<file path="src/rtl/alu_mul_seq.sv">
// alu_mul_seq: shift-and-add 32x32 multiplier (low 32 product bits) that
// borrows the shared execute-stage ALU as its only adder/shifter.
// The multiplier is consumed LSB first; the loop stops as soon as the
// remaining multiplier bits are all zero, so latency depends on op_b only.
module alu_mul_seq #(
  parameter int         MAX_ITER = 32,
  parameter logic [2:0] OP_ADD   = 3'd0,
  parameter logic [2:0] OP_SLL   = 3'd6,
  parameter logic [2:0] OP_SRL   = 3'd7
) (
  input  logic        clk,
  input  logic        rst_n,
  input  logic        start,
  input  logic [31:0] op_a,
  input  logic [31:0] op_b,
  output logic        busy,
  output logic        done,
  output logic [31:0] result,
  output logic [31:0] alu_in1,
  output logic [31:0] alu_in2,
  output logic [2:0]  alu_op,
  input  logic [31:0] alu_res,
  input  logic        alu_zero
);

  localparam logic [5:0] LP_MAX_ITER = 6'(MAX_ITER);

  typedef enum logic [2:0] {
    S_IDLE,
    S_CHECK,
    S_ADD,
    S_SHL,
    S_SHR,
    S_DONE
  } state_t;

  state_t      r_state;
  logic [31:0] r_mcand;
  logic [31:0] r_mplier;
  logic [31:0] r_prod;
  logic [5:0]  r_iter;
  logic [31:0] r_result;

  // Drive the shared ALU from the current state; zeros whenever idle or done.
  always_comb begin
    alu_in1 = 32'd0;
    alu_in2 = 32'd0;
    alu_op  = 3'd0;
    case (r_state)
      S_CHECK: begin
        alu_in1 = r_mplier;
        alu_in2 = 32'd0;
        alu_op  = OP_ADD;
      end
      S_ADD: begin
        alu_in1 = r_prod;
        alu_in2 = r_mcand;
        alu_op  = OP_ADD;
      end
      S_SHL: begin
        alu_in1 = r_mcand;
        alu_in2 = 32'd1;
        alu_op  = OP_SLL;
      end
      S_SHR: begin
        alu_in1 = r_mplier;
        alu_in2 = 32'd1;
        alu_op  = OP_SRL;
      end
      default: begin
        alu_in1 = 32'd0;
        alu_in2 = 32'd0;
        alu_op  = 3'd0;
      end
    endcase
  end

  // Sequencer: captures operands, walks multiplier bits, registers ALU results.
  always_ff @(posedge clk or negedge rst_n) begin
    if (!rst_n) begin
      r_state  <= S_IDLE;
      r_mcand  <= 32'd0;
      r_mplier <= 32'd0;
      r_prod   <= 32'd0;
      r_iter   <= 6'd0;
      r_result <= 32'd0;
    end else begin
      case (r_state)
        S_IDLE: begin
          if (start) begin
            r_mcand  <= op_a;
            r_mplier <= op_b;
            r_prod   <= 32'd0;
            r_iter   <= 6'd0;
            r_state  <= S_CHECK;
          end
        end
        S_CHECK: begin
          // alu_zero here means the remaining multiplier is zero.
          if (alu_zero || (r_iter == LP_MAX_ITER)) begin
            r_result <= r_prod;
            r_state  <= S_DONE;
          end else if (r_mplier[0]) begin
            r_state <= S_ADD;
          end else begin
            r_state <= S_SHL;
          end
        end
        S_ADD: begin
          r_prod  <= alu_res;
          r_state <= S_SHL;
        end
        S_SHL: begin
          r_mcand <= alu_res;
          r_state <= S_SHR;
        end
        S_SHR: begin
          r_mplier <= alu_res;
          r_iter   <= r_iter + 6'd1;
          r_state  <= S_CHECK;
        end
        S_DONE: begin
          r_state <= S_IDLE;
        end
        default: begin
          r_state <= S_IDLE;
        end
      endcase
    end
  end

  assign busy   = (r_state != S_IDLE);
  assign done   = (r_state == S_DONE);
  assign result = r_result;

endmodule

</file>
<file path="config.mk">
export PLATFORM = sky130hd
export DESIGN_NAME = alu_mul_seq
export DESIGN_NICKNAME = d
export VERILOG_FILES = /design/src/rtl/alu_mul_seq.sv
export SDC_FILE = /design/constraint.sdc
export NUM_CORES = 1
export LEC_CHECK = 0
export CORE_AREA = 10 10 126 128
export DETAILED_ROUTE_END_ITERATION = 8
export DIE_AREA = 0 0 136 138
export GPL_ROUTABILITY_DRIVEN = 0
export PLACE_DENSITY = 0.93
export SYNTH_ARGS = -nofsm -noshare
export SYNTH_HDL_FRONTEND = slang
export SYNTH_SLANG_ARGS = --single-unit
</file>
<file path="constraint.sdc">
create_clock -name clk -period 4.4 [get_ports clk]
set_input_delay 0.44 -clock clk [delete_from_list [all_inputs] [get_ports clk]]
set_output_delay 0.44 -clock clk [all_outputs]
set_load 0.02 [all_outputs]
</file>
==> results of run 1 <==
[report_power, final]
part | switching (mW) | internal, mW | leakage [nW]
Clock | 0.486 | 0.809 | 0.263
Sequential | 0.511 | 1.83 | 1.71
Combinational | 1.89 | 1.63 | 2.03
Total | 2.89 | 4.27 | 4.00
[worst max-delay path: stages (launching register included)]
cell and delay, ps:
dfrtp_2 600, or3b_2 560, inv_2 440, buf_12 270, nand2_1 70, o21ai_0 80
clkdlybuf4s50_1 650
[state kept, by name, summed over array words and instances (netlist names)]
name	flops
r_prod	32
r_state	3
r_iter	6
r_mcand	32
result	32
r_mplier	32
[stage by stage]
step	utilization	worst slack, ps
after floorplan	-	2310
after global placement	0.661	1370
after detailed placement	0.661	1300
after CTS	0.700	854
after global routing	0.700	717
final	0.700	848
[cell families (layout without fill, tap and decap cells)]
group,Yosys count,after routing
AO/OA/AOI/OAI,171,171
adder cells (fa/ha/maj),2,2
buffers and inverters,69,249
flip-flops,137,137
multiplexers,67,67
AND/OR/NAND/NOR,249,249
[area by class of cell]
class	instances	area (um2)	share of cell area
sequential	137	3430	0.363
multi-input combinational	489	3110	0.329
timing repair buffer	214	2130	0.226
clock buffer	25	485	0.0514
tap	180	225	0.0238
clock inverter	4	45.0	0.00477
inverter	6	22.5	0.00238
[worst max path at each step]
stage                     startpoint           to
after floorplan           r_state[1]  alu_in1[10]
after global placement    r_state[0]  alu_in1[25]
after detailed placement  r_state[0]  alu_in1[11]
after CTS                 r_state[0]  alu_in1[11]
after global routing      r_state[0]  alu_in1[11]
final                     r_state[0]  alu_in1[11]
[layer usage]
metal	vias up	track usage	share of wire
li1	2825	-	-
met1	3141	0.285	0.40
met2	319	0.380	0.49
met3	33	0.0786	0.10
met4	0	0.0819	0.012
met5	-	0	0
[synth_stat cells]
library cell,number
dfrtp_1,137
nand2_1,109
mux2_2,65
nor2_1,61
a22oi_1,38
o21ai_0,35
a22o_1,33
a31oi_1,32
and2_1,31
buf_2,31
o22ai_1,27
nor3_1,25
clkbuf_1,21
nand3_1,9
buf_1,7
inv_1,5
buf_4,4
a21oi_1,2
ha_1,2
mux2i_1,2
or3_1,2
a2111o_1,1
a211oi_1,1
a21oi_2,1
and4bb_2,1
inv_2,1
nand2b_1,1
nand3b_1,1
nand4_1,1
nor2b_1,1
nor3_2,1
nor3b_4,1
nor4b_1,1
nor4b_2,1
nor4bb_1,1
o311ai_0,1
or3b_1,1
or4b_1,1
==> results.md, run 1 <==
- Status: completed
- Fin crit share: 0.807
- Fin nets: between 900 and 1,000
- DP HPWL: around 15,000 um
- Post-CTS Resized: 0
- Via/cell ratio: 5.99
- Most common cell after layout, fill and taps aside: clkdlybuf4s50_1
- Worst-path clk slew: 50 ps
- Netlist area before placement: 6820 um2
- Post-synth top area cell: dfrtp_1
- Power Dens Cells: around 760 nW/um2
- IO Pins: about 200
- Setup Buffers After CTS: 0
- Clk Tree Root Cell: clkbuf_16
- Pin count of the biggest net entering global routing: ~110
- Clk_skew: 7.11 ps
- Die area: around 19,000 um2
- Post-Synthesis Cells: 695
- Max Fanout on Critical Path: 31
- Vias in the first global route: 6,478
- Initial Utilization: 0.505
- Syn Area/Cell: about 10 um2
- MaxCap Viol Count: 0
- Mux contribution to synthesized area: 0.110
- Non-filler instance count after layout: roughly 1,100
- Fin. max-slew vios: 0
- Seq/Total Area, Yosys: 0.503
- Synth area leaders: dfrtp_1 (50%), mux2_2 (11%), nand2_1 (6.0%), a22o_1 (4.2%), a22oi_1 (4.2%)
- Global-route wire length before repair: between 30,000 and 40,000 um
- Skew-Pair Late Insertion Delay: roughly 410 ps
- Synth Area in Simple Gates: 0.166
- # DRC: 0
- R2R depth: 5
- Final Setup Violations: 0
- Leak: roughly 4 nW
- First-pass iteration count of the detailed router: 6
- Antenna violations before repair: 0
- Placement row count: 43
- Worst VDD drop: about 0.41 mV
- Startpoint Class: flop
- Adder-cell share of the synthesized area: 0.00367
- Slew @ Worst Pin: a little under 1000 ps
- Dpl cell area: ~8900 um2
- Final WL: around 23,000 um
- WP data arrival: roughly 3100 ps
- CP Class: flop to output pin
- R2R setup slack: about 1500 ps
- Post-DRT Antenna Nets: 0
- Hold Slack: 156 ps
- Vias: around 6,300
- Grt total ovfl: 0
- TritonCTS buffer count: 17
- Post-synthesis compound-gate area fraction: 0.171
- FMAX: approximately 0.28 GHz
- Rel. slew slack: 0.346
- Chip width: 136 um
- Most frequent cells in the layout: clkdlybuf4s50_1 (199), dfrtp_1 (134), nand2_1 (109)
- RR Startpoint: r_state[0]
- Main combinational cell family by area after synthesis: compound AO/OA/AOI/OAI gates
- DR iter-0 viols: just under 700
- Final number of hold-violating endpoints: 0
- # hold bufs at CTS: 0
- Worst Hold Class: input port to asynchronous set/reset pin
- Final Total Pwr: 7.16 mW
- CTS Sinks: between 100 and 150
- Post-synth cell types: 38
- XOR/XNOR Fraction of Synth Area: 0
- Tmin final: 3550 ps
- Htree depth: 4
- Setup_tns: 0 ps
- CTS tree: yes
- Synth warn: 0
- Crit end category: output pin
- DR WL/cell: about 22 um
- WP data required: 3960 ps
- Die height: between 100 and 150 um
- Unrepaired setup endpoints after global routing: false
- Area share of the largest cell type after synthesis: 0.503
- N_diodes: 0
- Synth-to-Final Area Change: 38.6%
- GRT Total Usage: 0.235
- Fillers: 1,004
- Core area: roughly 14,000 um2
- Layout cell share with drive strength beyond 1: 0.134
- CTS Buffer Depth: 2
- #FFs+latches synth: 137
- Reg2reg end: r_mcand[4]
- DP Cell Count: about 1,000
- Syn nets: ~800
- Post-route cell area: 9450 um2
- Port Buffers: 200
No activity file was read; power rests on OpenSTA's default activity.
==> run 2, diff against run 1 <==
CORE_AREA = 10 10 137 139   (was 10 10 126 128)
DIE_AREA = 0 0 147 149   (was 0 0 136 138)
PLACE_DENSITY = 0.83   (was 0.93)
clock period = 2.9 ns   (was 4.4 ns; I/O delays follow)
==> run 2 against run 1 <==
  * Cell count is 4.6% higher
  * Clock skew rose by 2.1 ps
  * Via count is 1.7% lower
==> results.md, run 2 (synthesis results as in run 1) <==
- DR iter-0 viols: between 300 and 400
- Switching pwr: about 4.4 mW
- FMAX: around 0.36 GHz
- Vias in the first global route: ~6,400
- Chip width: 147 um
- Clk Tree Root Cell: clkbuf_16
- Slew @ Worst Pin: slightly above 1000 ps
- Die area: 21,900 um2
- Final Setup Violations: 0
- Synth-to-Final Area Change: 42.4%
- Most common cell after layout, fill and taps aside: clkdlybuf4s50_1
- TritonCTS buffer count: 17
- Pin count of the biggest net entering global routing: about 80
- Rel. slew slack: 0.328
- N_diodes: 0
- Setup Buffers After CTS: 0
- MaxCap Viol Count: 0
- Fin crit share: 0.959
- DR WL met2: between 10,000 and 15,000 um
- Leak: approximately 4 nW
- Startpoint Class: flop
- Clock share of power: 0.194
- Final number of hold-violating endpoints: 0
- Wire length on met1: about 9500 um
- Antenna violations before repair: 0
- Area occupied by multi-input gates: roughly 3100 um2
- Combinational fraction of design power: 0.498
- Dpl cell area: between 9000 and 10,000 um2
- CTS Buffer Depth: 2
- IO Pins: ~200
- Setup_tns: 0 ps
- Dpl ws: approximately 540 ps
- Tmin final: roughly 2800 ps
- Post-DRT Antenna Nets: 0
- Unrepaired setup endpoints after global routing: false
- Status: completed
- CTS tree: yes
- Fillers: ~1,300
- Layout cell share with drive strength beyond 1: 0.146
- Top layer in use: met4
- Post-route cell area: just under 10,000 um2
- Seq pwr share: 0.308
- Initial Utilization: 0.422
- Global-route wire length before repair: about 36,000 um
- GRT Total Usage: 0.203
- Placement row count: 47
- Port Buffers: 200
- Worst Hold Class: input port to flop
- CP Class: flop to output pin
- Sw frac: 0.397
- First-pass iteration count of the detailed router: 6
- Fin nets: 973
- Worst-path clk slew: 60 ps
- Crit end category: output pin
- Max Fanout on Critical Path: 40
- WP data required: 2610 ps
- WP data arrival: ~2500 ps
- FF+latch area: 3430 um2
- Skew-Pair Late Insertion Delay: 410 ps
- Worst VDD drop: 0.607 mV
- CTS Sinks: 137
- Fin. max-slew vios: 0
- Clk_skew: slightly above 9 ps
- Via/cell ratio: approximately 5.6
- Die height: roughly 150 um
- Most frequent cells in the layout: clkdlybuf4s50_1 (199), dfrtp_1 (134), nand2_1 (109)
- Int Power: about 6.7 mW
- DP Cell Count: 1,071
- Non-filler instance count after layout: about 1,100
- Final WL: 22,600 um
- Setup ws final: 118 ps
- # DRC: 0
- Grt total ovfl: 0
- Met3 wire length: between 2000 and 2500 um
- Power Dens Cells: between 1000 and 1500 nW/um2
- Htree depth: 4
- DR WL/cell: 20.5 um
- Core area: between 15,000 and 20,000 um2
- Vias: between 6,000 and 7,000
- DP HPWL: around 15,000 um
## run 2: cell types whose count changed in the layout (fill, tap and decap cells not counted), sizes merged
cell | before | now
clkinv | 3 | 4
dlygate4sd3 | 0 | 1
clkinvlp | 0 | 5
clkbuf | 25 | 21
buf | 15 | 20
bufinv | 1 | 2
## run 2: cell type report
cell class	count	share of cell area
Sequential cell	137	0.353
Multi-Input combinational cell	489	0.320
Timing Repair Buffer	220	0.235
Clock buffer	21	0.0484
Tap cell	220	0.0283
Clock inverter	11	0.0125
Inverter	6	0.00232
## run 2: path summary, 6_finish.rpt
kind                          endpoint  slack [ps]       start  cells after the start
max reg2reg                 result[21]         620  r_state[1]                      5
max in group asynchronous   result[28]        1750       rst_n                      3
min in group asynchronous    r_prod[3]         470       rst_n                      2
min reg2reg                  r_iter[5]         480   r_iter[5]                      1
min                        r_mcand[26]         430    op_a[26]                      3
max                         alu_in1[5]         120  r_state[0]                      6
## run 2: power by group through the flow
stage               Combinational, mW  Sequential [mW]  Clock [mW]
finish                           5.52             3.42        2.15
global route                     5.97             3.52        2.27
CTS                              5.57             3.40        2.19
detailed placement               5.55             3.42           0
global placement                 5.45             3.39           0
floorplan                        3.19             3.38           0
## run 2: through the flow
stage,hold slack [ps],util,power [mW]
2_1_floorplan,-5.59,-,6.57
3_3_place_gp,378,0.563,8.84
3_5_place_dp,378,0.563,8.97
4_1_cts,415,0.600,11.2
5_1_grt,426,0.600,11.8
6_report,434,0.600,11.1
## run 2: routing by layer
layer,GRT usage,vias up
met5,0,-
met4,0.0446,0
met3,0.0774,17
met2,0.336,280
met1,0.248,3073
li1,-,2839
## run 2: worst max-delay path, stage by stage, from the launching register on
cell             delay, ps
dfrtp_2                420
or3b_2                 490
inv_2                  120
buf_12                 230
nand2_1                 80
o21ai_0                 90
clkdlybuf4s50_1        640
## run 2: timing repair
| item | in CTS | in global routing |
|---|---|---|
| endpoints found under the hold margin | 76 | 0 |
| hold buffers | 1 | 0 |
| resized for setup | 0 | 0 |
